`src/rtl/rvsteel_reset_sequencer_if.sv`:
```
// rvsteel_reset_sequencer_if: button/halt inputs and SoC reset/halt/status outputs of the reset sequencer
interface rvsteel_reset_sequencer_if;
  logic button_in;
  logic halt_request;
  logic soc_reset;
  logic soc_halt;
  logic running;
  logic [7:0] button_reset_count;
  modport master (
    output button_in, halt_request,
    input soc_reset, soc_halt, running, button_reset_count
  );
  modport slave (
    input button_in, halt_request,
    output soc_reset, soc_halt, running, button_reset_count
  );
endinterface

```
`src/rtl/rvsteel_reset_sequencer.sv`:
```
// rvsteel_reset_sequencer: synchronizes and debounces the reset button, holds soc_reset after release
// and arbitrates halt requests against button resets (a debounced press always wins).
module rvsteel_reset_sequencer #(
  parameter int DEBOUNCE_CYCLES = 120000,
  parameter int RESET_HOLD_CYCLES = 16,
  parameter bit BUTTON_ACTIVE_HIGH = 1
) (
  input logic clock,
  input logic reset,
  rvsteel_reset_sequencer_if.slave bus
);
  localparam int DW = DEBOUNCE_CYCLES > 1 ? $clog2(DEBOUNCE_CYCLES) : 1;
  localparam int HW = RESET_HOLD_CYCLES > 1 ? $clog2(RESET_HOLD_CYCLES) : 1;
  localparam logic PRESSED_LEVEL = BUTTON_ACTIVE_HIGH;
  typedef enum logic [1:0] {ASSERT, HOLD, RUN, HALT} state_t;
  state_t state;
  state_t state_next;
  logic [1:0] sync;
  logic debounced;
  logic pressed;
  logic debounce_done;
  logic hold_done;
  logic [DW-1:0] debounce_count;
  logic [HW-1:0] hold_count;
  assign pressed = sync[1] == PRESSED_LEVEL;
  assign debounce_done = debounce_count == DW'(DEBOUNCE_CYCLES - 1);
  assign hold_done = hold_count == HW'(RESET_HOLD_CYCLES - 1);
  // Synchronizer resets to the pressed level so the SoC stays in reset until a clean release is seen
  always_ff @(posedge clock or posedge reset)
    if (reset) begin
      sync <= {2{PRESSED_LEVEL}};
      debounced <= 1'b1;
      debounce_count <= '0;
    end else begin
      sync <= {sync[0], bus.button_in};
      debounced <= pressed != debounced && debounce_done ? pressed : debounced;
      debounce_count <= pressed == debounced || debounce_done ? '0 : debounce_count + 1'b1;
    end
  always_comb begin
    state_next = state;
    state_next = debounced ? ASSERT :
                 state == ASSERT ? HOLD :
                 state == HOLD ? (hold_done ? RUN : HOLD) :
                 bus.halt_request ? HALT : RUN;
  end
  // Outputs are decoded from the next state so they switch on the same edge as the state
  always_ff @(posedge clock or posedge reset)
    if (reset) begin
      state <= ASSERT;
      hold_count <= '0;
      bus.soc_reset <= 1'b1;
      bus.soc_halt <= 1'b0;
      bus.running <= 1'b0;
      bus.button_reset_count <= '0;
    end else begin
      state <= state_next;
      hold_count <= state == HOLD && state_next == HOLD ? hold_count + 1'b1 : '0;
      bus.soc_reset <= state_next == ASSERT || state_next == HOLD;
      bus.soc_halt <= state_next == HALT;
      bus.running <= state_next == RUN;
      if (debounced && (state == RUN || state == HALT) && bus.button_reset_count != 8'hFF)
        bus.button_reset_count <= bus.button_reset_count + 1'b1;
    end
endmodule

```
`src/flat_wrapper.sv`:
```
// flat-port wrapper written by rule: the top's interface ports become plain ports
module rvsteel_reset_sequencer_flat 
#(
  parameter int DEBOUNCE_CYCLES = 120000,
  parameter int RESET_HOLD_CYCLES = 16,
  parameter bit BUTTON_ACTIVE_HIGH = 1
)
  (clock, reset, bus_button_in, bus_halt_request, bus_soc_reset, bus_soc_halt, bus_running, bus_button_reset_count);
  rvsteel_reset_sequencer_if bus_i ();
  input logic clock;
  input logic reset;
  input wire logic [$bits(bus_i.button_in)-1:0] bus_button_in;
  input wire logic [$bits(bus_i.halt_request)-1:0] bus_halt_request;
  output wire logic [$bits(bus_i.soc_reset)-1:0] bus_soc_reset;
  output wire logic [$bits(bus_i.soc_halt)-1:0] bus_soc_halt;
  output wire logic [$bits(bus_i.running)-1:0] bus_running;
  output wire logic [$bits(bus_i.button_reset_count)-1:0] bus_button_reset_count;
  assign bus_i.button_in = bus_button_in;
  assign bus_i.halt_request = bus_halt_request;
  assign bus_soc_reset = bus_i.soc_reset;
  assign bus_soc_halt = bus_i.soc_halt;
  assign bus_running = bus_i.running;
  assign bus_button_reset_count = bus_i.button_reset_count;
  rvsteel_reset_sequencer #(.DEBOUNCE_CYCLES(DEBOUNCE_CYCLES), .RESET_HOLD_CYCLES(RESET_HOLD_CYCLES), .BUTTON_ACTIVE_HIGH(BUTTON_ACTIVE_HIGH)) u_core (.clock(clock), .reset(reset), .bus(bus_i));
endmodule
```
`config.mk`:
```
export PLATFORM = sky130hd
export DESIGN_NAME = rvsteel_reset_sequencer_flat
export DESIGN_NICKNAME = d
export VERILOG_FILES = /design/src/rtl/rvsteel_reset_sequencer_if.sv /design/src/rtl/rvsteel_reset_sequencer.sv /design/src/flat_wrapper.sv
export SDC_FILE = /design/constraint.sdc
export NUM_CORES = 1
export LEC_CHECK = 0
export ABC_AREA = 0
export BUFFER_PORTS_ARGS = -buffer_cell sky130_fd_sc_hd__buf_2
export CAP_MARGIN = 20
export CORE_MARGIN = 4
export CORE_UTILIZATION = 62
export CTS_CLUSTER_SIZE = 40
export DETAILED_ROUTE_END_ITERATION = 6
export PLACE_DENSITY = 0.83
export SETUP_SLACK_MARGIN = 0.4
export SLEW_MARGIN = 20
export SYNTH_ARGS = -nofsm -noshare
export SYNTH_HDL_FRONTEND = slang
export SYNTH_SLANG_ARGS = --single-unit
```
`constraint.sdc`:
```
create_clock -name clock -period 4.42 [get_ports clock]
set_input_delay 0.221 -clock clock [delete_from_list [all_inputs] [get_ports clock]]
set_output_delay 0.221 -clock clock [all_outputs]
set_load 0.02 [all_outputs]
```
==> flow_summary.toml <==
[timing]
rsz0062_at_grt = "false"
fin_skew_ps = 5.47
slew_headroom_pct = 40.6
fin_crit_sh_pct = 48.2
tns_ps = 0
setup_ws_ps = 2290
final_hold_viol_count = 0
hold_slack_ps = 84.3
worst_pin_slew_ps = 887
setup_violations = 0
maxSlewViolCount = 0
max_freq_ghz = 0.469
finalCriticalPeriod_ps = 2130

[final_layout]
multi_input_area_um2 = 716
fillers = 175
layout_common_cells = "33 x dfrtp_1, 26 x nor2_1, 17 x xnor2_1, 14 x buf_2, 11 x nand3_1"
n_antenna_cell = 0
drive_above_1_share_pct = 20.6
nNetsFinal = 186
area_delta_synth_final_pct = 12.9
final_common_cell = "dfrtp_1"
regArea_um2 = 931

[clocking]
ctsHtreeMaxLevel = 2
cts_buffers = 5
clk_pin_slew_worst_paths_ps = 110
cts_tree = "done"
cts.sinks = 37
cts_root_buf = "clkbuf_4"
cts_buffer_depth = 2
clock_latency_ps = 340

[routing]
num_vias = 1190
wirelength_um = 3080
drtIter0Drc = 64
routed_via_density = 5.67
ant_nets = 0
dr.pass1.iters = 4
drc = 0
wl_per_cell_um = 14.7

[critical_path]
crit_type = "flip-flop to flip-flop"
cp-startpoint = "u_core.debounce_count[0]$_DFF_PP0_"
r2r-start = "u_core.debounce_count[0]$_DFF_PP0_"
critPathCaptureType = "flip-flop"
crit_path_cell_trace = "ha_1 -> nand3_4 -> or2_4 -> o41ai_4 -> nor2_1"
required_ps = 4620
critical_path.slowest_cell = "o41ai_4"
cp_max_fo = 17
worstPathArrival_ps = 2330
cp-start-kind = "flip-flop"
critPathMaxStageDelay_ps = 790

[yosys]
yosysWarnings = 0
synth_top_area_share_pct = 48.6
synth_area_leaders = "dfrtp_1 49%, xnor2_1 8.8%, dfstp_2 6.2%"
ys_ff_latch = 37
synth.avg_cell_area_um2 = 10.8
synth_nets = 165
synth_top_area_cell = "dfrtp_1"
netlist_area_um2 = 1700
ys_types = 29
post_synth_inst_count = 158
yosysSeqAreaShare_pct = 54.8

[worst_hold_path]
hold_class = "primary input to flip-flop"
hp-start = "bus_halt_request"

[placement]
hpwlAfterDp_um = 2120
numPortBuffers = 14
pre_cts_ws_ps = 2300
routabilityCongestion = 0.832

[floorplanning]
pin_count = 15
num_rows = 18
core_um2 = 2540
die_w_um = 60.4
start_util_pct = 66.8
die-area_um2 = 3640
die_h_um = 60.4

[power]
total_power_w = 0.000658
powerDensity_nw_per_um2 = 343
leakagePower_nw = 0.856
ir_drop_uv = 324

[global_route]
overflow = 0
grt_pass1_vias = 1215
antenna_found_initial = 0
grt_pass1_wl_um = 5380
grt_usage_pct = 20.2
grt_max_degree = 38

[flow_run]
cap_violations = 0

[outcome]
status = "finished, final reports clean"
stage by stage:
step / cells / util, % / area [µm²]
5_1_grt: 210 / 75.4 / 1920
2_1_floorplan: 158 / - / 1700
3_3_place_gp: 200 / 70.6 / 1800
3_5_place_dp: 200 / 70.6 / 1800
4_1_cts: 210 / 75.4 / 1920
6_report: 210 / 75.4 / 1920
layout make-up:
| class | instances | share of cell area, % |
|---|---|---|
| Clock buffer | 5 | 1.96 |
| Clock inverter | 3 | 3.39 |
| Tap cell | 30 | 1.96 |
| Sequential cell | 37 | 48.5 |
| Timing Repair Buffer | 17 | 5.09 |
| Inverter | 9 | 1.76 |
| Multi-Input combinational cell | 109 | 37.3 |
report_power, final:
group | switching, W | total [W] | internal (W)
clock network | 0.000115 | 0.000290 | 0.000175
logic | 0.0000140 | 0.0000212 | 0.00000718
registers | 0.00000359 | 0.000347 | 0.000344
total | 0.000132 | 0.000658 | 0.000526
cells by family (layout without fill, tap and decap cells):
family,Yosys count,count (layout),synth area share (%)
adder cells (fa/ha/maj),3,3,2.21
XOR/XNOR,21,21,10.8
flip-flops,37,37,54.8
AO/OA/AOI/OAI,10,10,5.01
AND/OR/NAND/NOR,72,72,22.1
buffers and inverters,12,34,3.09
multiplexers,3,3,1.99
path summary, 6_finish.rpt:
check | end | slack, ps | depth (start not counted)
max | u_core.debounce_count[7]$_DFF_PP0_ | 2290 | 5
min | u_core.bus.running$_DFF_PP0_ | 80 | 2
max reg2reg | u_core.debounce_count[7]$_DFF_PP0_ | 2290 | 5
min reg2reg | u_core.sync[1]$_DFF_PP1_ | 360 | 0
max in group asynchronous | u_core.sync[0]$_DFF_PP1_ | 3570 | 4
min in group asynchronous | u_core.bus.button_reset_count[5]$_DFFE_PP0P_ | 500 | 4
layer usage:
| layer | track usage, % | share of wire (%) | vias to the layer above |
|---|---|---|---|
| li1 | - | - | 577 |
| met1 | 23.0 | 41 | 566 |
| met2 | 35.0 | 52 | 36 |
| met3 | 4.26 | 4.2 | 11 |
| met4 | 11.4 | 2.7 | 0 |
| met5 | 0 | 0 | - |
critical path: cells and delay by family (launching register included):
| kind | cells | cell delay [ps] |
|---|---|---|
| AND/OR/NAND/NOR | 3 | 540 |
| adder cells (fa/ha/maj) | 1 | 250 |
| flip-flops | 1 | 410 |
| AO/OA/AOI/OAI | 1 | 790 |
sequential cells by signal, indices dropped and copies added (netlist names):
name and flops:
u_core.hold_count 4, u_core.bus.soc_halt 1, u_core.bus.soc_reset 1, u_core.debounce_count 17, u_core.bus.button_reset_count 8, u_core.debounced 1
u_core.state 2, u_core.bus.running 1, u_core.sync 2
timing repair:
item / 4_1_cts / 5_1_grt
hold buffers: 2 / 0
endpoints found under the hold margin: 34 / 0
buffers inserted: 0 / 0
resized for setup: 0 / 0
cells in the mapped netlist, drive strengths merged:
library cell / n
a21oi: 5
a31o: 2
a31oi: 1
a41oi: 1
and2: 1
and3: 2
and4: 2
buf: 1
clkbuf: 2
dfrtp: 33
dfstp: 4
ha: 3
inv: 9
mux2: 3
nand2: 5
nand2b: 2
nand3: 12
nand4: 6
nor2: 26
nor2b: 1
nor3: 5
nor4: 6
nor4bb: 1
o41ai: 1
or2: 3
xnor2: 17
xor2: 4
(Power assumes the default switching activity.)
